### config.mk
export PLATFORM = sky130hd
export DESIGN_NAME = button_ctrl
export DESIGN_NICKNAME = d
export VERILOG_FILES = /design/src/rtl/button_ctrl.sv
export SDC_FILE = /design/constraint.sdc
export NUM_CORES = 1
export LEC_CHECK = 0
export BUFFER_PORTS_ARGS = -buffer_cell sky130_fd_sc_hd__buf_2
export CAP_MARGIN = 5
export CORE_ASPECT_RATIO = 0.6
export CORE_MARGIN = 8
export CORE_UTILIZATION = 35
export DETAILED_ROUTE_END_ITERATION = 8
export PLACE_DENSITY = 0.63
export REMOVE_ABC_BUFFERS = 1
export SLEW_MARGIN = 0
export SYNTH_ARGS = -nofsm -noshare
export SYNTH_HDL_FRONTEND = slang
export SYNTH_SLANG_ARGS = --single-unit
### constraint.sdc
create_clock -name clk -period 1.7 [get_ports clk]
set_input_delay 0.085 -clock clk [delete_from_list [all_inputs] [get_ports clk]]
set_output_delay 0.085 -clock clk [all_outputs]
set_load 0.05 [all_outputs]
### src/rtl/button_ctrl.sv
// Push-button front end: 2-flop synchroniser, shared debounce tick prescaler,
// per-channel hysteresis debounce and press/hold/auto-repeat strobe generation.
module button_ctrl #(
  parameter int N_BTN        = 4,
  parameter int TICK_DIV     = 50000,
  parameter int STABLE_CNT   = 4,
  parameter int HOLD_TICKS   = 500,
  parameter int REPEAT_TICKS = 100
) (
  input  logic             clk,
  input  logic             rst_n,
  input  logic [N_BTN-1:0] btn_in,
  output logic [N_BTN-1:0] btn_level,
  output logic [N_BTN-1:0] btn_press,
  output logic [N_BTN-1:0] btn_release,
  output logic [N_BTN-1:0] btn_repeat,
  output logic             sample_tick
);

  localparam int PW   = $clog2(TICK_DIV);
  localparam int HW   = STABLE_CNT - 1;
  localparam int CMAX = (HOLD_TICKS > REPEAT_TICKS) ? HOLD_TICKS : REPEAT_TICKS;
  localparam int CW   = $clog2(CMAX + 1);

  localparam logic [PW-1:0]         PRESC_LAST = PW'(TICK_DIV - 1);
  localparam logic [CW-1:0]         HOLD_LAST  = CW'(HOLD_TICKS - 1);
  localparam logic [CW-1:0]         RPT_LAST   = CW'(REPEAT_TICKS - 1);
  localparam logic [STABLE_CNT-1:0] ALL_ONES   = '1;

  typedef enum logic [1:0] {ST_IDLE, ST_PRESSED, ST_REPEAT} hold_state_t;

  logic [N_BTN-1:0]                 sync1_q, sync1_d;
  logic [N_BTN-1:0]                 sync2_q, sync2_d;
  logic [PW-1:0]                    presc_q, presc_d;
  logic [N_BTN-1:0][HW-1:0]         hist_q, hist_d;
  logic [N_BTN-1:0][STABLE_CNT-1:0] window;
  hold_state_t [N_BTN-1:0]          state_q, state_d;
  logic [N_BTN-1:0][CW-1:0]         cnt_q, cnt_d;
  logic [N_BTN-1:0]                 level_q, level_d;
  logic [N_BTN-1:0]                 press_q, press_d;
  logic [N_BTN-1:0]                 release_q, release_d;
  logic [N_BTN-1:0]                 repeat_q, repeat_d;
  logic [N_BTN-1:0]                 rise, fall;

  assign sample_tick = (presc_q == PRESC_LAST);

  always_comb begin
    sync1_d   = btn_in;
    sync2_d   = sync1_q;
    presc_d   = sample_tick ? '0 : presc_q + PW'(1);
    hist_d    = hist_q;
    window    = '0;
    state_d   = state_q;
    cnt_d     = cnt_q;
    level_d   = level_q;
    press_d   = '0;
    release_d = '0;
    repeat_d  = '0;
    rise      = '0;
    fall      = '0;
    for (int i = 0; i < N_BTN; i++) begin
      // The oldest sample would be shifted out before the next decision, so
      // only STABLE_CNT-1 history bits are stored; the window adds sync.
      window[i] = {hist_q[i], sync2_q[i]};
      if (sample_tick) begin
        hist_d[i] = window[i][HW-1:0];
        rise[i]   = (window[i] == ALL_ONES) && !level_q[i];
        fall[i]   = (window[i] == '0) && level_q[i];
        if (rise[i]) begin
          level_d[i] = 1'b1;
          press_d[i] = 1'b1;
        end
        if (fall[i]) begin
          level_d[i]   = 1'b0;
          release_d[i] = 1'b1;
        end
        case (state_q[i])
          ST_IDLE: begin
            if (rise[i]) begin
              state_d[i] = ST_PRESSED;
              cnt_d[i]   = '0;
            end
          end
          ST_PRESSED: begin
            if (fall[i]) begin
              state_d[i] = ST_IDLE;
              cnt_d[i]   = '0;
            end else if (cnt_q[i] == HOLD_LAST) begin
              repeat_d[i] = 1'b1;
              state_d[i]  = ST_REPEAT;
              cnt_d[i]    = '0;
            end else begin
              cnt_d[i] = cnt_q[i] + CW'(1);
            end
          end
          ST_REPEAT: begin
            if (fall[i]) begin
              state_d[i] = ST_IDLE;
              cnt_d[i]   = '0;
            end else if (cnt_q[i] == RPT_LAST) begin
              repeat_d[i] = 1'b1;
              cnt_d[i]    = '0;
            end else begin
              cnt_d[i] = cnt_q[i] + CW'(1);
            end
          end
          default: begin
            state_d[i] = ST_IDLE;
            cnt_d[i]   = '0;
          end
        endcase
      end
    end
  end

  always_ff @(posedge clk) begin
    if (!rst_n) begin
      sync1_q   <= '0;
      sync2_q   <= '0;
      presc_q   <= '0;
      hist_q    <= '0;
      cnt_q     <= '0;
      level_q   <= '0;
      press_q   <= '0;
      release_q <= '0;
      repeat_q  <= '0;
      for (int i = 0; i < N_BTN; i++) state_q[i] <= ST_IDLE;
    end else begin
      sync1_q   <= sync1_d;
      sync2_q   <= sync2_d;
      presc_q   <= presc_d;
      hist_q    <= hist_d;
      cnt_q     <= cnt_d;
      level_q   <= level_d;
      press_q   <= press_d;
      release_q <= release_d;
      repeat_q  <= repeat_d;
      state_q   <= state_d;
    end
  end

  assign btn_level   = level_q;
  assign btn_press   = press_q;
  assign btn_release = release_q;
  assign btn_repeat  = repeat_q;

endmodule

== Word-level counts from Yosys, hierarchy flattened ==
Index checks and enable logic that the tools add are counted.
Word-level totals
  register bits after elaboration: 96
  bits in latches: 0
  RAM bits: 0
  memory bits (read-only): 0
  input port bits: 6
  output and inout bits: 17
  word-level logic and storage cells: 179
  memories: 0
Cells by class
  $add $sub $neg: 5
  multipliers: 0
  div/mod/pow operators: 0
  order comparisons: 0
  equality and inequality tests: 33
  shifts and indexed selects: 0
  muxes and demuxes: 80
  bitwise logic cells: 1
  reduce and logical (&&, ||, !) cells: 38
Operators with widths (number)
  $mux W9: 20
  $pmux W9 S3: 4
  $add A9 B1 Y9 const B: 4
  $eq A9 B7 Y1 const B: 4
  $eq A9 B9 Y1 const B: 4
  $mux W1: 32
  $mux W2: 16
  $pmux W2 S3: 4
  $reduce_and A2 Y1: 9
  $add A16 B1 Y16 const B: 1
  $eq A16 B16 Y1 const B: 1
  $eq A4 B4 Y1 const B: 4
  $logic_not A4 Y1: 4
  $ne A2 B2 Y1 const B: 8
  $reduce_and A4 Y1: 4
  $ne A3 B3 Y1 const B: 4
  $eq A2 B1 Y1 const B: 4
  $eq A2 B2 Y1 const B: 4
  $logic_and A1 B1 Y1: 8
  $logic_not A2 Y1: 4
  $pmux W1 S2: 4
  $reduce_bool A2 Y1: 4
  $logic_not A1 Y1: 4
  $reduce_or A2 Y1: 1
  $not A1 Y1: 1

== Depth between registers and ports, before layout ==
Gate-level depths: netlist of run 1.
  depth after elaboration: 4
  gate-level depth with buffers: 9
  gate-level depth less buffers: 7

== Least setup slack after synthesis of run 1 ==
OpenSTA, ideal clock, no wires.
  path kind: register to register
  start point: register presc_q[0]
  end point: register hist_q[0] (netlist name)
  setup time: 0.070 ns
  arrival: 2.005 ns
  data required time: 1.630 ns
  setup slack: -0.376 ns
  stages on the path, launching flop included: 9
  buffers on the path: 2
  period minus slack after synthesis: 2.076 ns
  path through: dfxtp_1 -> ha_1 -> nand3_1 -> nand4b_4 -> inv_1 -> buf_4 -> clkbuf_1 -> nand2_1 -> a21oi_1
Between the ends
  word-level cells in the longest chain between the ends: 1
Ends and longest elaborated chain
  start, declared: RTL line 34  | logic [PW-1:0] presc_q, presc_d;
  start signal, assigned: RTL line 131  | presc_q <= presc_d;
  $eq A16 B16 Y1: RTL line 45  | assign sample_tick = (presc_q == PRESC_LAST);
  via sample_tick: RTL line 17  | output logic sample_tick
  end signal, assigned: RTL line 132  | hist_q <= hist_d;
  end, declared: RTL line 35  | logic [N_BTN-1:0][HW-1:0] hist_q, hist_d;
The timed path passes the listed nets, and every way through them passes these cells.
A chain may end at the register's enable or synchronous reset.

== Worst setup path in the final report of run 1 ==
  start point: register cnt_q[10] (netlist name)
  end point: register cnt_q[13] (netlist name)
Between the ends
  word-level cells in the longest chain between the ends: 4
  elaborated cells between the ends (all ways): 8
  classes of those cells: add/sub (1); eq/ne (2); mux (5)
Ends and longest elaborated chain
  start, declared: RTL line 38  | logic [N_BTN-1:0][CW-1:0] cnt_q, cnt_d;
  start signal, assigned: RTL line 133  | cnt_q <= cnt_d;
  $add A9 B1 Y9, or another cell as far along: RTL line 93, 104
  $mux W9, on equally long branches: RTL line 100, 88
  $mux W9, on equally long branches: RTL line 97, 85
  $pmux W9 S3 *: RTL line 77  | case (state_q[i])
Mark *: on every way between the ends. The rest lies on a longest branch, timed or not.

==> results of run 1 <==
logic make-up (layout without fill, tap and decap cells):
| family | Yosys count | after routing |
|---|---|---|
| buffers and inverters | 34 | 163 |
| AO/OA/AOI/OAI | 78 | 78 |
| AND/OR/NAND/NOR | 265 | 265 |
| XOR/XNOR | 32 | 32 |
| adder cells (fa/ha/maj) | 17 | 17 |
| flip-flops | 96 | 96 |
| multiplexers | 7 | 7 |
worst max path at each step:
stage / from / endpoint / slack [ns] / depth (start not counted)
after CTS: presc_q[11] / sample_tick / -0.10 / 6
after floorplan: presc_q[0] / cnt_q[34] / -1.17 / 7
after detailed placement: presc_q[7] / cnt_q[13] / -0.19 / 5
final: cnt_q[10] / cnt_q[13] / -0.17 / 7
after global placement: cnt_q[18] / cnt_q[18] / -0.09 / 7
after global routing: cnt_q[9] / cnt_q[13] / -0.23 / 7
flip-flops by register name, summed over array words and instances, names as in the netlist, 8 cells and up:
name     cells
hist_q      12
state_q      8
presc_q     16
cnt_q       36
power by group:
part           switching, mW  total [mW]  internal, mW
logic                 0.0642       0.114        0.0497
registers             0.0102        2.27          2.26
clock network          0.843        1.92          1.07
critical path: cells and delay by family (launching register included):
| family | cells | cell delay (ns) |
|---|---|---|
| AND/OR/NAND/NOR | 2 | 0.64 |
| AO/OA/AOI/OAI | 3 | 0.51 |
| adder cells (fa/ha/maj) | 1 | 0.15 |
| flip-flops | 1 | 0.34 |
| buffers and inverters | 1 | 0.16 |
cell usage in the layout (no fill, tap or decap), types with 6 or more instances in the layout:
| cell | instances |
|---|---|
| inv_1 | 15 |
| xnor2_1 | 12 |
| buf_4 | 97 |
| nand2_1 | 71 |
| xor2_1 | 18 |
| buf_2 | 21 |
| nor2_1 | 49 |
| a21oi_1 | 21 |
| dfxtp_2 | 14 |
| clkbuf_16 | 9 |
| and3_1 | 12 |
| nand4_1 | 14 |
| a31oi_1 | 8 |
| ha_1 | 10 |
| dfxtp_1 | 82 |
| and2_1 | 11 |
| mux2i_1 | 7 |
| buf_6 | 6 |
| nand3_1 | 36 |
| nor3_1 | 9 |
| or4_1 | 7 |
Yosys cell counts (all sizes together), types with 3 or more instances:
cell	number
dfxtp	96
o21ai	10
nand3	40
nand4b	5
buf	3
inv	16
mux2i	7
nor4	9
and3	13
a31oi	8
xnor2	13
nor3	11
nand2b	4
o31ai	4
or4	8
clkbuf	14
nand2	74
and4	4
or3	4
xor2	19
nor2	53
or2	3
a21o	4
o21a	3
a21oi	26
nand4	14
ha	17
o221a	4
and2	12
metrics by stage:
step	hold WS, ns	TNS (ns)	utilization (%)
2_1_floorplan	0.202	-54.61	-
3_3_place_gp	0.294	-1.73	43.0
3_5_place_dp	0.301	-3.84	43.0
4_1_cts	0.123	-1.18	47.0
5_1_grt	0.151	-4.73	48.8
6_report	0.155	-1.47	48.8
layout make-up:
type	count	area [sq um]	share of cell area, %
Multi-Input combinational cell	399	2730	44.0
Sequential cell	96	1940	31.3
Timing Repair Buffer	130	971	15.7
Clock buffer	12	256	4.14
Tap cell	170	213	3.43
Inverter	17	63.8	1.03
Clock inverter	4	28.8	0.464
timing repair:
| action | 4_1_cts | 5_1_grt |
|---|---|---|
| buffers inserted | 4 | 7 |
| endpoints found under the hold margin | 4 | 0 |
| pin swaps | 26 | 15 |
| gates resized for setup | 46 | 38 |
| hold buffers | 4 | 0 |
| endpoints found under the setup margin | 43 | 66 |
layer usage:
layer  routed length, um  vias up  share of wire, %
li1                    -     2126                 -
met1                5720     2065                49
met2                5350       86                46
met3                 539       11               4.6
met4                 114        0              0.97
met5                   0        -                 0
==> reports/metrics.yaml, run 1 <==
run_status:
  outcome: "complete, but fails checks"
  violations: "negative setup slack"
yosys:
  synth_mux_area_share_pct: 1.55
  synth_edf_count: 0
  synthSimpleGateAreaFrac_pct: 30.3
  netlist_area_sq_um: 4510
  yosys.area.top_type: "dfxtp_1"
  synth_top_area_share_pct: 42.6
  ys_warn_count: 0
  async_reset_ff_share_pct: 0
  synth_flop_cell: "dfxtp_1"
  syn-mean-instance-area_sq_um: 8.52
  synthTopCellsByArea: "dfxtp_1 (43%), nand2_1 (6.2%), ha_1 (4.7%)"
  synth.distinct_cells: 54
  synth_fa_ha_area_share_pct: 4.72
  synth_compound_area_share_pct: 11.6
  seq_area_frac_synth_pct: 42.6
  synth_cells: 529
  synth_xor_xnor_area_share_pct: 6.22
  synth_top_family_by_area: "simple AND/OR/NAND/NOR gates"
  ys_ff_latch: 96
pwr:
  p_leak_nw: 2.33
  total_power_mw: 4.30
  p_per_area_nw_per_um2: 694
  vdd_drop_max_mv: 0.408
placement:
  place.gp.congestion: 0.808
  dpl_cell_area_sq_um: 5460
  place_inst: 797
  hpwl_um: 8250
  pre_cts_ws_ns: -0.194
  numPortBuffers: 22
critical_path:
  path_cells: "ha_4 > nand4b_1 > buf_4 > o21ai_4 > a21o_1 > or4_1 > a31oi_1"
  cp-start-kind: "flip-flop"
  r2r-start: "cnt_q[10]"
  cp_max_fo: 5
  max_stage_delay_ns: 0.52
  cp-end-kind: "flip-flop"
  crit_type: "flip-flop to flip-flop"
  rr_worst_depth: 7
  r2r_slack_ns: -0.17
  critPathArrivalTime_ns: 2.13
  r2r-end: "cnt_q[13]"
  required_ns: 1.95
  crit_slowest_cell: "or4_1"
layout:
  final_cells: 828
  nets: 676
  drive_above_1_share_pct: 32.8
  area_growth_pct: 37.5
  fin_area_sq_um: 6200
  antenna_cells: 0
  nFillCells: 1183
clock_network:
  cts_buffers: 9
  clkTransAtPathRegs_ns: 0.06
  cts_sinks: 96
  cts_max_level: 3
  clock_latency_ns: 0.33
  cts_root_buffer: "clkbuf_16"
  clock_path_buffers: 2
  cts_tree: "built"
routing:
  viasPerCell: 5.18
  drtIter0Drc: 202
  drt-pass1-iter-count: 7
  vias: 4288
  ant_nets: 0
  drc: 0
  wirelength_um: 11700
  wire_per_inst_um: 14.2
run:
  drv_cap: 0
hold_path:
  hp-start: "rst_n"
  hold_end: "cnt_q[6]"
  min_path_cells: 2
  hold_path.class: "input pin to flip-flop"
floorplan:
  coreArea_sq_um: 12700
  initial_core_util_pct: 35.5
  fp.dieW_um: 163
  die-area_sq_um: 16900
  ioPinCount: 23
  die_y_um: 104
  row_count: 32
grt:
  top_usage_layer: "met2"
  grt_usage_pct: 13.4
  use_met2_pct: 21.0
  grt_pass1_vias: 4114
  grt_max_degree: 26
  grt_pass1_wl_um: 19100
  grt_overflow: 0
  grt_util_met3_pct: 3.52
  met1_usage_pct: 17.9
  antenna_found_initial: 0
timing:
  setup_viol: 27
  hold_viol: 0
  fin_skew_ns: 0.00641
  layout_min_cycle_time_ns: 1.87
  max_clock_freq_mhz: 534
  fin_crit_sh_pct: 110
  slew_violations: 0
  tightest_slew_ns: 0.639
  rsz0062_at_grt: "yes"
  fin_ws_ns: -0.174
  timing.slew.headroom_pct: 56.8
No activity file was read; power rests on OpenSTA's default activity.
==> run 2: changes to the inputs <==
--- a/config.mk
+++ b/config.mk
@@ -12,7 +12,9 @@
 export CORE_UTILIZATION = 35
 export DETAILED_ROUTE_END_ITERATION = 8
 export PLACE_DENSITY = 0.63
+export RECOVER_POWER = 100
 export REMOVE_ABC_BUFFERS = 1
+export SKIP_CTS_REPAIR_TIMING = 1
 export SLEW_MARGIN = 0
 export SYNTH_ARGS = -nofsm -noshare
 export SYNTH_HDL_FRONTEND = slang
==> reports/metrics.yaml, run 2 (synthesis results as in run 1) <==
run_status:
  outcome: "complete, but fails checks"
  violations: "negative setup slack"
critical_path:
  r2r_slack_ns: -0.12  # +0.05 ns
  cp-start-kind: "flip-flop"
  crit_slowest_cell: "or4_4"
  r2r-end: "cnt_q[13]"
  critPathTopFamily: "simple AND/OR/NAND/NOR gates"
  crit_type: "flip-flop to flip-flop"
  required_ns: 1.96  # about the same
  cp_max_fo: 6  # +1
  rr_worst_depth: 5  # -2
  r2r-start: "presc_q[11]"
  max_stage_delay_ns: 0.52  # about the same
  path_cells: "nor4b_4 > nand4b_4 > a21o_4 > or4_4 > a31oi_2"
  critPathArrivalTime_ns: 2.08  # -0.05 ns
  cp-end-kind: "flip-flop"
  crit_buf_inv: 0  # -1
layout:
  regMostFlops: "cnt_q"
  layout_commonest_cell: "buf_4"
  nets: 674  # -0.30%
  largest_reg_flops: 36  # unchanged
  utilization_pct: 48.8  # unchanged
  drive_above_1_share_pct: 29.9  # -2.9 points
  final_cell_mix: "buf_4 (94), dfxtp_1 (85), nand2_1 (71)"
  largestRegisters: "cnt_q (36), presc_q (16), hist_q (12)"
  antenna_cells: 0  # unchanged
  fin_area_sq_um: 6200  # unchanged
  area_growth_pct: 37.5  # unchanged
clock_network:
  cts_sinks: 96  # unchanged
  cts_max_level: 3  # unchanged
  clock_path_buffers: 2  # unchanged
  cts_buffers: 9  # unchanged
  cts_tree: "built"
  clock_latency_ns: 0.33  # about the same
  cts_root_buffer: "clkbuf_16"
  clkTransAtPathRegs_ns: 0.06  # about the same
hold_path:
  hp-start: "rst_n"
  hold_path.class: "input pin to flip-flop"
  min_path_cells: 2  # unchanged
  hold_end: "cnt_q[6]"
floorplan:
  coreArea_sq_um: 12700  # unchanged
  die-area_sq_um: 16900  # unchanged
  fp.dieW_um: 163  # unchanged
  initial_core_util_pct: 35.5  # unchanged
  die_y_um: 104  # unchanged
  ioPinCount: 23  # unchanged
  row_count: 32  # unchanged
grt:
  grt_pass1_vias: 4035  # -1.9%
  grt_overflow: 0  # unchanged
  antenna_found_initial: 0  # unchanged
  grt_max_degree: 26  # unchanged
  grt_usage_pct: 13.1  # -0.36 points
  grt_pass1_wl_um: 18500  # -2.8%
placement:
  hpwl_um: 8250  # unchanged
  place.gp.congestion: 0.808  # unchanged
  dpl_cell_area_sq_um: 5460  # unchanged
  numPortBuffers: 22  # unchanged
pwr:
  p_int_mw: 3.38  # about the same
  power_frac_seq_pct: 52.8  # about the same
  vdd_drop_max_mv: 0.409  # +0.23%
  p_switching_mw: 0.921  # +0.44%
  p_leak_nw: 2.23  # -4.2%
  power_frac_clock_pct: 44.6  # about the same
  p_per_area_nw_per_um2: 695  # about the same
  power.share.switching_pct: 21.4  # +0.079 points
  combPwrFrac_pct: 2.6  # about the same
routing:
  wire_per_inst_um: 14.1  # -0.38%
  viasPerCell: 5.16  # -0.32%
  ant_nets: 0  # unchanged
  drt-pass1-iter-count: 4  # -3
  drc: 0  # unchanged
  vias: 4264  # -0.56%
  wirelength_um: 11700  # -0.62%
  drtIter0Drc: 211  # +4.5%
timing:
  max_clock_freq_mhz: 549  # +2.8%
  hold_viol: 0  # unchanged
  timing.slew.headroom_pct: 42.5  # -14 points
  tns_ns: -0.998  # +0.469 ns
  tightest_slew_ns: 0.862  # +0.223 ns
  layout_min_cycle_time_ns: 1.82  # -0.0519 ns
  slew_violations: 0  # unchanged
  fin_crit_sh_pct: 107  # -3.1 points
  fin_skew_ns: 0.00388  # -0.00254 ns
  setup_viol: 22  # -19%
  rsz0062_at_grt: "yes"
  fin_ws_ns: -0.122  # +0.0519 ns
run:
  drv_cap: 0  # unchanged
-- run 2: final cells by class --
cell class                      count  area, sq um
Fill cell                        1192         6490
Multi-Input combinational cell    399         2760
Sequential cell                    96         1940
Timing Repair Buffer              128          945
Clock buffer                       12          256
Tap cell                          170          213
Inverter                           17         63.8
Clock inverter                      4         28.8
-- run 2: per-stage QoR --
step	setup slack (ns)	instances	hold slack [ns]	total power, mW
finish	-0.122	826	0.139	4.31
global route	-0.180	826	0.141	4.46
CTS	-0.334	813	-0.0531	4.33
detailed placement	-0.194	797	0.301	2.42
global placement	-0.0935	797	0.294	2.42
floorplan	-1.17	512	0.202	2.36
-- run 2: how the worst max path moves through the flow --
stage	to	startpoint	depth (start not counted)	slack [ns]
2_1_floorplan	cnt_q[34]	presc_q[0]	7	-1.17
3_3_place_gp	cnt_q[18]	cnt_q[18]	7	-0.09
3_5_place_dp	cnt_q[13]	presc_q[7]	5	-0.19
4_1_cts	sample_tick	presc_q[0]	7	-0.33
5_1_grt	cnt_q[22]	presc_q[11]	6	-0.18
6_report	cnt_q[13]	presc_q[11]	5	-0.12
-- run 2: power groups by stage --
stage	logic, mW	clock network [mW]	registers (mW)
final	0.113	1.92	2.27
after global routing	0.123	2.06	2.27
after CTS	0.0976	1.97	2.27
after detailed placement	0.0973	0	2.32
after global placement	0.0950	0	2.32
after floorplan	0.0368	0	2.32
-- run 2: per-layer routing --
metal	wire length (um)	share of wire (%)	GRT usage [%]	vias up
li1	-	-	-	2123
met1	5610	48	17.7	2021
met2	5270	45	19.8	108
met3	644	5.5	3.68	12
met4	132	1.1	3.75	0
met5	0	0	0	-
==> run 3: changes to the inputs <==
--- a/config.mk
+++ b/config.mk
@@ -7,11 +7,13 @@
 export LEC_CHECK = 0
 export BUFFER_PORTS_ARGS = -buffer_cell sky130_fd_sc_hd__buf_2
 export CAP_MARGIN = 5
+export CELL_PAD_IN_SITES_DETAIL_PLACEMENT = 0
+export CELL_PAD_IN_SITES_GLOBAL_PLACEMENT = 2
 export CORE_ASPECT_RATIO = 0.6
 export CORE_MARGIN = 8
-export CORE_UTILIZATION = 35
+export CORE_UTILIZATION = 34
 export DETAILED_ROUTE_END_ITERATION = 8
-export PLACE_DENSITY = 0.63
+export PLACE_DENSITY = 0.86
 export RECOVER_POWER = 100
 export REMOVE_ABC_BUFFERS = 1
 export SKIP_CTS_REPAIR_TIMING = 1
==> reports/metrics.yaml, run 3 (synthesis results as in run 1) <==
layout:
  layout_commonest_cell: "buf_4"
  fin_area_sq_um: 6400  # +3.3%
  drive_above_1_share_pct: 32.4  # +2.6 points
  final_cell_mix: "buf_4 (100), dfxtp_1 (86), nand2_1 (72)"
  regMostFlops: "cnt_q"
  largest_reg_flops: 36  # unchanged
  multi_input_area_sq_um: 2800  # +1.5%
  nets: 685  # +1.6%
  final_cells: 836  # +1.2%
  seqCellArea_sq_um: 1930  # about the same
  area_growth_pct: 42.0
  largestRegisters: "cnt_q (36), presc_q (16), hist_q (12)"
  nFillCells: 1197  # +0.42%
  antenna_cells: 0  # unchanged
grt:
  grt_pass1_vias: 3872  # -4.0%
  antenna_found_initial: 0  # unchanged
  grt_max_degree: 26  # unchanged
  grt_pass1_wl_um: 19200  # +3.6%
  grt_overflow: 0  # unchanged
  grt_usage_pct: 13.4  # +0.37 points
clock_network:
  cts_sinks: 96  # unchanged
  cts_tree: "built"
  cts_max_level: 3  # unchanged
  clock_latency_ns: 0.35  # +0.02 ns
  cts_root_buffer: "clkbuf_16"
  clock_path_buffers: 2  # unchanged
  clkTransAtPathRegs_ns: 0.07  # about the same
  cts_buffers: 9  # unchanged
run_status:
  violations: "negative setup slack"
  outcome: "complete, but fails checks"
critical_path:
  r2r_slack_ns: -0.10  # +0.02 ns
  cp-start-kind: "flip-flop"
  r2r-start: "presc_q[5]"
  required_ns: 1.98  # +0.02 ns
  crit_type: "flip-flop to flip-flop"
  critPathArrivalTime_ns: 2.08  # about the same
  crit_slowest_cell: "or4_4"
  rr_worst_depth: 5  # unchanged
  max_stage_delay_ns: 0.53  # about the same
  cp-end-kind: "flip-flop"
  cp_max_fo: 6  # unchanged
  r2r-end: "cnt_q[16]"
  path_cells: "and4bb_2 > nand4b_4 > a21o_4 > or4_4 > a31oi_4"
hold_path:
  hold_path.class: "input pin to flip-flop"
  hp-start: "rst_n"
  hold_end: "state_q[0]"
  min_path_cells: 3  # +1
timing:
  rsz0062_at_grt: "yes"
  tightest_slew_ns: 0.611  # -0.250 ns
  slew_violations: 0  # unchanged
  setup_viol: 8  # -64%
  max_clock_freq_mhz: 555  # +1.2%
  hold_viol: 0  # unchanged
  fin_crit_sh_pct: 106  # -1.3 points
  layout_min_cycle_time_ns: 1.80  # -0.0213 ns
  fin_skew_ns: 0.0121  # +0.00818 ns
  fin_ws_ns: -0.101  # +0.0213 ns
  timing.slew.headroom_pct: 59.4  # +17 points
placement:
  dpl_cell_area_sq_um: 5590  # +2.3%
  place.gp.congestion: 0.834  # +3.2%
  hpwl_um: 8380  # +1.5%
  place_inst: 809  # +1.5%
  numPortBuffers: 22  # unchanged
pwr:
  power_frac_seq_pct: 50.5  # -2.3 points
  power_frac_clock_pct: 46.9  # +2.3 points
  combPwrFrac_pct: 2.6  # about the same
  power.share.switching_pct: 21.5  # +0.15 points
  p_per_area_nw_per_um2: 703  # +1.2%
  p_leak_nw: 2.33  # +4.7%
  p_switching_mw: 0.970  # +5.3%
  vdd_drop_max_mv: 0.387  # -5.3%
  total_power_mw: 4.50  # +4.6%
  p_int_mw: 3.53  # +4.4%
routing:
  drtIter0Drc: 208  # -1.4%
  drc: 0  # unchanged
  ant_nets: 0  # unchanged
  wirelength_um: 12000  # +2.7%
  viasPerCell: 5.13  # -0.69%
  vias: 4286  # +0.52%
  drt-pass1-iter-count: 5  # +1
  wire_per_inst_um: 14.3  # +1.4%
floorplan:
  ioPinCount: 23  # unchanged
  die-area_sq_um: 17300  # +2.6%
  row_count: 32  # unchanged
  initial_core_util_pct: 35.0  # -0.55 points
  fp.dieW_um: 165  # +1.3%
  die_y_um: 105  # +1.2%
  coreArea_sq_um: 12900  # +1.6%
run:
  drv_cap: 0  # unchanged
## run 3: per-layer routing
layer	wire length [um]	part of all wire (%)	vias up	global-route usage, %
met5	0	0	-	0
met4	121	1.0	0	3.84
met3	465	3.9	8	3.37
met2	5330	45	76	19.5
met1	6050	51	2049	19.2
li1	-	-	2153	-
## run 3: metrics by stage
| step | worst slack (ns) | hold slack [ns] | util (%) | setup TNS, ns |
|---|---|---|---|---|
| 2_1_floorplan | -1.17 | 0.202 | - | -54.61 |
| 3_3_place_gp | -0.123 | 0.294 | 43.3 | -2.35 |
| 3_5_place_dp | -0.177 | 0.296 | 43.3 | -3.78 |
| 4_1_cts | -0.291 | -0.0701 | 45.7 | -4.97 |
| 5_1_grt | -0.170 | 0.0977 | 49.7 | -2.17 |
| 6_report | -0.101 | 0.0935 | 49.7 | -0.497 |
## run 3: power groups by stage
stage | combinational (mW) | clock [mW] | sequential [mW]
6_report | 0.116 | 2.11 | 2.27
5_1_grt | 0.127 | 2.26 | 2.27
4_1_cts | 0.103 | 2.16 | 2.27
3_5_place_dp | 0.102 | 0 | 2.32
3_3_place_gp | 0.102 | 0 | 2.32
2_1_floorplan | 0.0368 | 0 | 2.32
## run 3: layout make-up
class                   count  share of cell area (%)
clock buffers              11                    3.95
clock inverters             4                   0.821
inverters                  17                    1.04
multi-input cells         399                    43.7
flip-flops and latches     96                    30.2
well taps                 170                    3.32
repair buffers            139                    17.0
## run 3: worst max-delay path, delay by kind of cell, from the launching register on
family | cells | cell delay [ns]
simple gates | 3 | 1.05
compound gates | 2 | 0.38
flops | 1 | 0.31
## run 3: how the worst max path moves through the flow
stage | startpoint | endpoint | slack (ns) | cells after the start
6_report | presc_q[5] | cnt_q[16] | -0.10 | 5
5_1_grt | presc_q[11] | cnt_q[16] | -0.17 | 5
4_1_cts | presc_q[0] | sample_tick | -0.29 | 7
3_5_place_dp | cnt_q[19] | cnt_q[25] | -0.18 | 7
3_3_place_gp | cnt_q[18] | cnt_q[26] | -0.12 | 7
2_1_floorplan | presc_q[0] | cnt_q[34] | -1.17 | 7
